==> config.mk <==
export PLATFORM = sky130hd
export DESIGN_NAME = arraymul_eight_four
export DESIGN_NICKNAME = d
export VERILOG_FILES = /design/src/rtl/arraymul_eight_four.sv
export SDC_FILE = /design/constraint.sdc
export NUM_CORES = 1
export LEC_CHECK = 0
export BUFFER_PORTS_ARGS = -buffer_cell sky130_fd_sc_hd__buf_2
export CAP_MARGIN = 20
export CORE_MARGIN = 1
export CORE_UTILIZATION = 56
export DETAILED_ROUTE_END_ITERATION = 7
export PLACE_DENSITY = 0.85
export SYNTH_ARGS = -nofsm -noshare
export SYNTH_HDL_FRONTEND = slang
export SYNTH_SLANG_ARGS = --single-unit
==> constraint.sdc <==
create_clock -name clk -period 0.9 [get_ports clk]
set_input_delay 0.135 -clock clk [delete_from_list [all_inputs] [get_ports clk]]
set_output_delay 0.135 -clock clk [all_outputs]
set_load 0.02 [all_outputs]
==> src/rtl/arraymul_eight_four.sv <==
// arraymul_eight_four: exact unsigned 8x4 AND/half-adder/full-adder array multiplier, registered 12-bit product
module arraymul_eight_four (
  input  logic        clk,
  input  logic        rst,
  input  logic [7:0]  A,
  input  logic [3:0]  B,
  output logic [11:0] R
);
  logic [3:0][7:0] w_pp;
  logic [3:0][8:0] w_acc;
  logic [3:1][7:0] w_c;
  logic [11:0]     w_p;
  genvar i, j;
  generate
    for (j = 0; j < 4; j++) begin : g_pp
      for (i = 0; i < 8; i++) begin : g_and
        assign w_pp[j][i] = A[i] & B[j];
      end
    end
    assign w_acc[0] = {1'b0, w_pp[0]};
    // Each row adds pp[j] to the previous running sum shifted right by one; bit 0 retires as a product bit
    for (j = 1; j < 4; j++) begin : g_row
      assign w_acc[j][0] = w_acc[j-1][1] ^ w_pp[j][0];
      assign w_c[j][0]   = w_acc[j-1][1] & w_pp[j][0];
      for (i = 1; i < 8; i++) begin : g_fa
        assign w_acc[j][i] = w_acc[j-1][i+1] ^ w_pp[j][i] ^ w_c[j][i-1];
        assign w_c[j][i]   = (w_acc[j-1][i+1] & w_pp[j][i]) | (w_c[j][i-1] & (w_acc[j-1][i+1] ^ w_pp[j][i]));
      end
      assign w_acc[j][8] = w_c[j][7];
    end
  endgenerate
  assign w_p = {w_acc[3], w_acc[2][0], w_acc[1][0], w_acc[0][0]};
  always_ff @(posedge clk or posedge rst)
    if (rst) R <= '0;
    else     R <= w_p;
endmodule

==> results of run 1 <==
## power by group
group          switching (mW)  internal (mW)
sequential             0.0838          0.716
clock                   0.204          0.247
combinational           0.735          0.709
total                    1.02           1.67
## cell families after synthesis
family / count (synthesis) / share of synthesized area, %
fa+ha+maj: 24 / 44.7
flops: 12 / 29.8
buf+inv: 25 / 9.32
simple gates: 32 / 16.1
## metal layers
metal  vias to the layer above  global-route usage, %  wire, um
met1                       373                   37.0       957
li1                        339                      -         -
met4                         0                   16.4       108
met5                         -                      0         0
met2                        48                   52.6      1360
met3                        13                   6.12       156
## repair_timing
action,CTS,global route
endpoints found under the hold margin,12,0
pin swaps,6,0
endpoints found under the setup margin,22,22
gates resized for setup,41,10
hold buffers,1,0
## worst max-delay path by stage
stage,cells after the start,slack (ns),startpoint,end
floorplan,17,-3.98,A[1],R[10]
global placement,18,-4.15,A[1],R[10]
detailed placement,18,-4.23,A[1],R[10]
CTS,18,-3.82,A[1],R[10]
global route,18,-3.94,A[1],R[10]
finish,18,-3.88,A[1],R[10]
## worst max-delay path, delay by kind of cell
kind                     cells  cell delay (ns)
AND/OR/NAND/NOR              1             0.16
buffers and inverters        5             0.23
adder cells (fa/ha/maj)     12             4.43
## metrics by stage
stage               hold WS [ns]  worst slack [ns]  instance area (um2)  setup TNS, ns
floorplan              -0.000301             -3.98                 1050         -25.99
global placement           0.133             -4.15                 1280         -27.62
detailed placement         0.143             -4.23                 1280         -28.25
CTS                       0.0780             -3.82                 1470         -24.47
global route               0.104             -3.94                 1480         -25.86
finish                     0.110             -3.88                 1480         -25.13
## final cells by class
cell class                      count  area share (%)
Clock buffer                        4            2.46
Multi-Input combinational cell     56            47.5
Inverter                           25            6.36
Tap cell                           24            2.04
Timing Repair Buffer               36            21.3
Sequential cell                    12            20.4
## synthesized netlist by cell type
cell | number | area (um2)
and2_1 | 17 | 106
ha_1 | 4 | 50.1
inv_1 | 25 | 93.8
fa_1 | 20 | 400
dfrtp_1 | 12 | 300
nand2_1 | 15 | 56.3
==> results.json, run 1 <==
{
  "status": "complete, but fails checks",
  "violations": "setup timing",
  "critPathCaptureType": "flip-flop",
  "pin_count": 26,
  "routedWlPerCell_um": 16.4,
  "hold_path.class": "input pin to flip-flop",
  "largest_reg_flops": 12,
  "dp_hpwl_um": 1560,
  "postSynthAreaPerCell_um2": 10.8,
  "syn_nets": 131,
  "final_core_util_pct": 92.5,
  "numCtsBuffers": 3,
  "power_leakage_nw": 0.711,
  "maxCapViolCount": 0,
  "final_antenna_net_count": 0,
  "dr.first_iter.drc_count": 30,
  "num_antenna_cells": 0,
  "slowest_delay_ns": 0.54,
  "period_minus_slack_ns": 4.78,
  "grt_pass1_vias": 857,
  "arrival_ns": 4.97,
  "die_h_um": 44.4,
  "fin_nets": 172,
  "seq_area_um2": 300,
  "crit_chain": "buf_6 -> and2_4 -> ha_4 -> fa_2 -> inv_2 -> fa_2 -> inv_2 -> fa_2 -> fa_2 -> fa_2 -> fa_2 -> fa_2 -> inv_2 -> fa_2 -> fa_2 -> fa_2 -> fa_2 -> inv_2",
  "hold_viol_final": 0,
  "grt-ovfl-total": 0,
  "rsz0062_at_grt": "true",
  "syn_to_final_growth_pct": 46.5,
  "setup_slack_ns": -3.88,
  "crit_top_cell": "fa_2",
  "hp-start": "B[0]",
  "clk_pin_slew_ns": 0.09,
  "fin_cells": 157,
  "postCtsSetupRepairBufs": 0,
  "yosys_warnings": 0,
  "finalSetupViolCount": 22,
  "num-fill-cells": 56,
  "postSynthCellCount": 93,
  "dp.cells": 152,
  "clock_sinks": 12,
  "die_w_um": 44.4,
  "peakVddDrop_mv": 1.26,
  "io_buffers": 25,
  "root_buffer": "clkbuf_4",
  "powerDensity_nw_per_um2": 1830,
  "top_regs": "R: 12 flops",
  "synth_seq_area_share_pct": 29.8,
  "multiInputGateArea_um2": 701,
  "core-area_um2": 1590,
  "drc_errors": 0,
  "grtUsageTotal_pct": 30.9,
  "h-tree-depth": 1,
  "largest-register": "R",
  "layout_commonest_cell": "fa_2",
  "min_period_over_period_pct": 532,
  "critPathKind": "input pin to flip-flop",
  "p_total_mw": 2.69,
  "crit_path_top_delay_cell": "fa_2",
  "ys_types": 6,
  "relSlewSlack_pct": 71.4,
  "grt_max_degree": 13,
  "worstMarginPinSlew_ns": 0.429,
  "cts_tree": "done",
  "critPathRequiredTime_ns": 1.08,
  "drt_first_pass_iters": 4,
  "crit_path_max_fanout": 3,
  "die_area_um2": 1970,
  "layout_common_cells": "18 x fa_2, 15 x and2_1, 15 x nand2_1, 15 x buf_6, 14 x inv_2",
  "drv_slew": 0,
  "rows": 14,
  "grt_first_pass_wirelength_um": 3980,
  "startpoint_type": "input pin",
  "via_per_inst": 4.92,
  "num_vias": 773,
  "routabilityCongestion": 0.753,
  "start_util_pct": 63.2,
  "wirelength_um": 2580,
  "mappedNetlistArea_um2": 1010,
  "hold_depth": 2,
  "antenna_found_initial": 0,
  "cts_max_path_buffers": 2,
  "layout-drive-gt1-share_pct": 57.1,
  "fmax_mhz": 209,
  "worstHoldEndpoint": "R[0]",
  "ys_ff_latch": 12
}
No activity file was read; power rests on OpenSTA's default activity.
==> run 2: changes to the inputs <==
--- a/config.mk
+++ b/config.mk
@@ -5,12 +5,13 @@
 export SDC_FILE = /design/constraint.sdc
 export NUM_CORES = 1
 export LEC_CHECK = 0
+export ABC_AREA = 1
 export BUFFER_PORTS_ARGS = -buffer_cell sky130_fd_sc_hd__buf_2
 export CAP_MARGIN = 20
 export CORE_MARGIN = 1
 export CORE_UTILIZATION = 56
 export DETAILED_ROUTE_END_ITERATION = 7
-export PLACE_DENSITY = 0.85
+export PLACE_DENSITY = 0.84
 export SYNTH_ARGS = -nofsm -noshare
 export SYNTH_HDL_FRONTEND = slang
 export SYNTH_SLANG_ARGS = --single-unit
==> run 2 against run 1 <==
Against the previous run:
- the flow still finishes with violations (setup timing)
- synthesized area increased by 4.1%
- critical path type unchanged
- total power fell by 4.4%
- count of clock-buffer cells in the layout shrank 1
- largest cell class unchanged
- combinational power hardly changed
- sequential share of layout area is 0.44 points lower
- global-route usage fell by 0.78 points
- design area is 2.2% higher
==> results.json, run 2 <==
{
  "syn_to_final_growth_pct": 43.8,
  "die_h_um": 45.3,
  "postSynthAreaPerCell_um2": 9.20,
  "fin_cells": 177,
  "layout_common_cells": "30 x nand2_1, 26 x inv_1, 17 x fa_2",
  "fin_nets": 192,
  "peakVddDrop_mv": 1.45,
  "dp.cells": 173,
  "postCtsSetupRepairBufs": 0,
  "routabilityCongestion": 0.787,
  "pre_cts_ws_ns": -4.19,
  "drt_first_pass_iters": 4,
  "top_regs": "R: 12 flops",
  "status": "complete, but fails checks",
  "die_area_um2": 2050,
  "relSlewSlack_pct": 67.5,
  "syn_nets": 152,
  "whs_ns": 0.158,
  "maxCapViolCount": 0,
  "hold_viol_final": 0,
  "critPathRequiredTime_ns": 1.09,
  "critPathCaptureType": "flip-flop",
  "final_core_util_pct": 86.4,
  "synth_flop_cell": "dfrtp_1",
  "crit_path_max_fanout": 3,
  "hold_path.class": "input pin to flip-flop",
  "cts_max_path_buffers": 2,
  "min_period_over_period_pct": 523,
  "pin_count": 26,
  "clock_sinks": 12,
  "grt-ovfl-total": 0,
  "drv_slew": 0,
  "via_per_inst": 4.76,
  "startpoint": "A[1]",
  "setup_slack_ns": -3.81,
  "antenna_found_initial": 0,
  "synth_seq_area_share_pct": 28.6,
  "fmax_mhz": 212,
  "p_total_mw": 2.57,
  "wirelength_um": 2470,
  "rows": 15,
  "worstMarginPinSlew_ns": 0.488,
  "yosysTopAreaCell": "fa_1",
  "postSynthCellCount": 114,
  "setup_tns_ns": -24.21,
  "numCtsBuffers": 3,
  "h-tree-depth": 1,
  "final_area_um2": 1510,
  "finalSetupViolCount": 22,
  "grt_first_pass_wirelength_um": 4020,
  "clk_pin_slew_ns": 0.07,
  "placed_area_um2": 1350,
  "root_buffer": "clkbuf_4",
  "grtUsageTotal_pct": 30.1,
  "startpoint_type": "input pin",
  "ys_types": 6,
  "largest_reg_flops": 12,
  "violations": "setup timing",
  "grt_max_degree": 13,
  "grt_pass1_vias": 949,
  "final_antenna_net_count": 0,
  "core-area_um2": 1750,
  "synthArstFlopShare_pct": 100,
  "drc_errors": 0,
  "powerDensity_nw_per_um2": 1710,
  "largest-register": "R",
  "cts_tree": "done",
  "period_minus_slack_ns": 4.71,
  "rsz0062_at_grt": "true",
  "yosysMostFrequentCell": "inv_1",
  "io_buffers": 25,
  "yosys_warnings": 0,
  "layout-drive-gt1-share_pct": 52.0,
  "synth_top_area_share_pct": 38.2,
  "num_antenna_cells": 0,
  "start_util_pct": 60.1,
  "critPathKind": "input pin to flip-flop",
  "arrival_ns": 4.89,
  "num_vias": 843,
  "num-fill-cells": 98,
  "ys_ff_latch": 12,
  "dr.first_iter.drc_count": 18,
  "endpoint": "R[10]",
  "layout_commonest_cell": "nand2_1",
  "yosys-top-cells-area": "fa_1 38%, dfrtp_1 29%, inv_1 15%, nand2_1 11%, ha_1 4.8%",
  "power_leakage_nw": 0.839,
  "die_w_um": 45.3,
  "synth-edff-count": 0,
  "mappedNetlistArea_um2": 1050,
  "routedWlPerCell_um": 13.9,
  "ys_top_cells_by_count": "42 x inv_1, 32 x nand2_1, 20 x fa_1",
  "dp_hpwl_um": 1800
}
==> run 2: cell count changes after synthesis <==
cell,before,now
nand2_1,15,32
and2_1,17,0
inv_1,25,42
buf_2,0,4
==> run 2: worst min-delay path by stage <==
stage | startpoint | end | slack, ns | depth (start not counted)
after floorplan | rst | R[0] | -0.0003 | 1
after global placement | rst | R[7] | 0.16 | 2
after detailed placement | rst | R[5] | 0.18 | 2
after CTS | B[0] | R[0] | 0.16 | 4
after global routing | B[0] | R[0] | 0.16 | 4
final | B[0] | R[0] | 0.16 | 4
==> run 2: what timing repair did <==
action                                 in CTS  in global routing
endpoints found under the hold margin      12                  0
setup endpoints to repair                  22                 22
pin swaps                                   8                  0
hold buffers                                1                  0
resized for setup                          39                  8
==> run 2: worst max-delay path, stage by stage <==
cell     delay, ns
buf_8         0.08
nand2_2       0.04
inv_2         0.06
ha_4          0.13
fa_2          0.19
inv_2         0.04
fa_2          0.52
inv_2         0.04
fa_2          0.34
fa_2          0.38
fa_2          0.37
fa_2          0.34
fa_2          0.55
inv_2         0.05
fa_2          0.38
fa_2          0.35
fa_2          0.35
fa_2          0.53
inv_2         0.03
==> run 2: layout make-up <==
class | count | area (um2) | share of cell area, %
clock buffer | 3 | 22.5 | 1.49
inverter | 42 | 158 | 10.5
multi-input combinational | 56 | 656 | 43.5
sequential | 12 | 300 | 19.9
tap | 25 | 31.3 | 2.07
timing repair buffer | 39 | 340 | 22.6
==> run 2: power by group <==
part	internal, mW	total, mW	switching (mW)
clock	0.156	0.343	0.187
combinational	0.702	1.43	0.732
sequential	0.716	0.798	0.0821
total	1.57	2.57	1.00
==> run 2: layer usage <==
metal	part of all wire [%]	vias up	routed length, um	track usage [%]
li1	-	381	-	-
met3	4.1	22	102	4.40
met1	33	397	823	30.8
met4	6.0	0	148	21.8
met5	0	-	0	0
met2	56	43	1390	55.1
==> run 2: logic make-up after synthesis <==
group / synth area share (%)
buffers and inverters: 16.9
AND/OR/NAND/NOR: 11.5
adder cells (fa/ha/maj): 43.0
flip-flops: 28.6
==> run 3: changes to the inputs <==
==> constraint.sdc (replaced) <==
create_clock -name clk -period 5.6 [get_ports clk]
set_input_delay 0.84 -clock clk [delete_from_list [all_inputs] [get_ports clk]]
set_output_delay 0.84 -clock clk [all_outputs]
set_load 0.02 [all_outputs]
==> run 3 against run 2 <==
Against the previous run:
- the run now ends clean
- count of clock-buffer cells in the layout is 1 higher
- setup slack gained 3.9 ns
- via count down 8.7%
- final cell count down 4.5%
- hold slack better by 0.39 ns
- sequential cell count is the same
- design area down 14%
- total power down 86%
- first-iteration DRC count shrank 78%
- die area unchanged
- global-route usage is 8.1 points lower
- highest routed layer unchanged
==> results.json, run 3 (synthesis results as in run 2) <==
{
  "status": "completed",
  "rsz0062_at_grt": "false",
  "crit_path_top_delay_cell": "fa_2",
  "largest_reg_flops": 12,
  "power.share.clock_pct": 18.9,
  "final_core_util_pct": 74.4,
  "io_buffers": 25,
  "largest-register": "R",
  "numCtsBuffers": 3,
  "finalSetupViolCount": 0,
  "powerDensity_nw_per_um2": 275,
  "wirelength_um": 1810,
  "layout-drive-gt1-share_pct": 35.4,
  "core-area_um2": 1750,
  "num-fill-cells": 126,
  "combPwrFrac_pct": 47.4,
  "root_buffer": "clkbuf_4",
  "fin_nets": 183,
  "peakVddDrop_mv": 0.171,
  "drc_errors": 0,
  "h-tree-depth": 1,
  "pin_count": 26,
  "cts_hold_buffers": 0,
  "slowest_delay_ns": 0.53,
  "grt_max_degree": 13,
  "num_vias": 770,
  "hold_path.class": "input pin to async pin",
  "critPathRequiredTime_ns": 5.77,
  "crit_path_max_fanout": 4,
  "crit_chain": "buf_2 -> nand2_1 -> inv_1 -> ha_1 -> fa_1 -> inv_1 -> fa_2 -> inv_2 -> fa_1 -> fa_2 -> fa_2 -> fa_2 -> fa_2 -> inv_1 -> fa_2 -> fa_2 -> fa_2 -> fa_1 -> inv_1",
  "p_total_mw": 0.357,
  "power_switching_mw": 0.140,
  "critPathKind": "input pin to flip-flop",
  "arrival_ns": 5.66,
  "routabilityCongestion": 0.769,
  "startpoint_type": "input pin",
  "final_antenna_net_count": 0,
  "seqPwrFrac_pct": 33.6,
  "maxCapViolCount": 0,
  "swShare_pct": 39.1,
  "clock_sinks": 12,
  "setup_slack_ns": 0.115,
  "final_area_um2": 1300,
  "dp_hpwl_um": 1630,
  "via_per_inst": 4.56,
  "min_period_over_period_pct": 97.9,
  "clk_pin_slew_ns": 0.08,
  "relSlewSlack_pct": 71.5,
  "layout_common_cells": "41 x inv_1, 32 x nand2_1, 25 x buf_2",
  "die_w_um": 45.3,
  "drt_first_pass_iters": 4,
  "syn_to_final_growth_pct": 23.9,
  "grt-ovfl-total": 0,
  "placed_area_um2": 1250,
  "start_util_pct": 60.1,
  "p_int_mw": 0.218,
  "pre_cts_ws_ns": -0.231,
  "die_area_um2": 2050,
  "worstMarginPinSlew_ns": 0.427,
  "drv_slew": 0,
  "grt_first_pass_wirelength_um": 3080,
  "antenna_found_initial": 0,
  "cts_max_path_buffers": 2,
  "whs_ns": 0.549,
  "fmax_mhz": 182,
  "num_antenna_cells": 0,
  "routedWlPerCell_um": 10.7,
  "grt_pass1_vias": 788,
  "crit_top_cell": "fa_2",
  "die_h_um": 45.3,
  "cts_tree": "done",
  "layout_commonest_cell": "inv_1",
  "top_regs": "R: 12 flops",
  "hold_viol_final": 0,
  "power_leakage_nw": 0.790,
  "dr.first_iter.drc_count": 4,
  "critPathCaptureType": "flip-flop",
  "rows": 15,
  "period_minus_slack_ns": 5.48,
  "grtUsageTotal_pct": 22.0
}
==> run 3: cell count changes in the layout (fill, tap and decap cells not counted), sizes merged <==
cell,delta
dlygate4sd3,-1
clkbuf,+1
buf,-8
==> run 3: worst paths after layout <==
| kind | start | end | slack (ns) | depth (start not counted) |
|---|---|---|---|---|
| hold / removal | rst | R[4] | 0.55 | 2 |
| setup / recovery | B[0] | R[10] | 0.12 | 19 |
| min in group clk | B[0] | R[0] | 0.83 | 3 |
| max in group asynchronous | rst | R[0] | 4.75 | 2 |
==> run 3: power by group through the flow <==
stage	combinational, mW	sequential, mW	clock, mW
global route	0.192	0.123	0.0718
global placement	0.162	0.121	0
CTS	0.174	0.120	0.0682
finish	0.169	0.120	0.0677
floorplan	0.0761	0.161	0
detailed placement	0.174	0.122	0
==> run 3: routing by layer <==
metal / share of wire (%) / vias to the layer above / GRT usage, %
li1: - / 360 / -
met2: 60 / 26 / 40.6
met3: 3.9 / 10 / 3.60
met5: 0 / - / 0
met4: 3.8 / 0 / 12.7
met1: 32 / 374 / 23.3
==> run 3: worst max-delay path: cells and delay by family <==
family	cells	cell delay [ns]
AND/OR/NAND/NOR	1	0.07
adder cells (fa/ha/maj)	12	4.37
buffers and inverters	6	0.38
==> run 3: area by class of cell <==
| cell class | instances | area [um2] | share of cell area [%] |
|---|---|---|---|
| Clock buffer | 4 | 36.3 | 2.79 |
| Inverter | 42 | 158 | 12.1 |
| Multi-Input combinational cell | 56 | 611 | 47.0 |
| Sequential cell | 12 | 300 | 23.1 |
| Tap cell | 25 | 31.3 | 2.41 |
| Timing Repair Buffer | 30 | 163 | 12.5 |
==> run 3: timing repair <==
item / 4_1_cts / 5_1_grt
resized for setup: 0 / 4
buffers inserted: 0 / 0
setup endpoints to repair: 0 / 1
==> run 3: through the flow <==
stage                     setup TNS, ns  std cells
after floorplan                 -0.0730        114
after global placement           -0.137        165
after detailed placement         -0.320        165
after CTS                             0        169
after global routing                  0        169
final                                 0        169
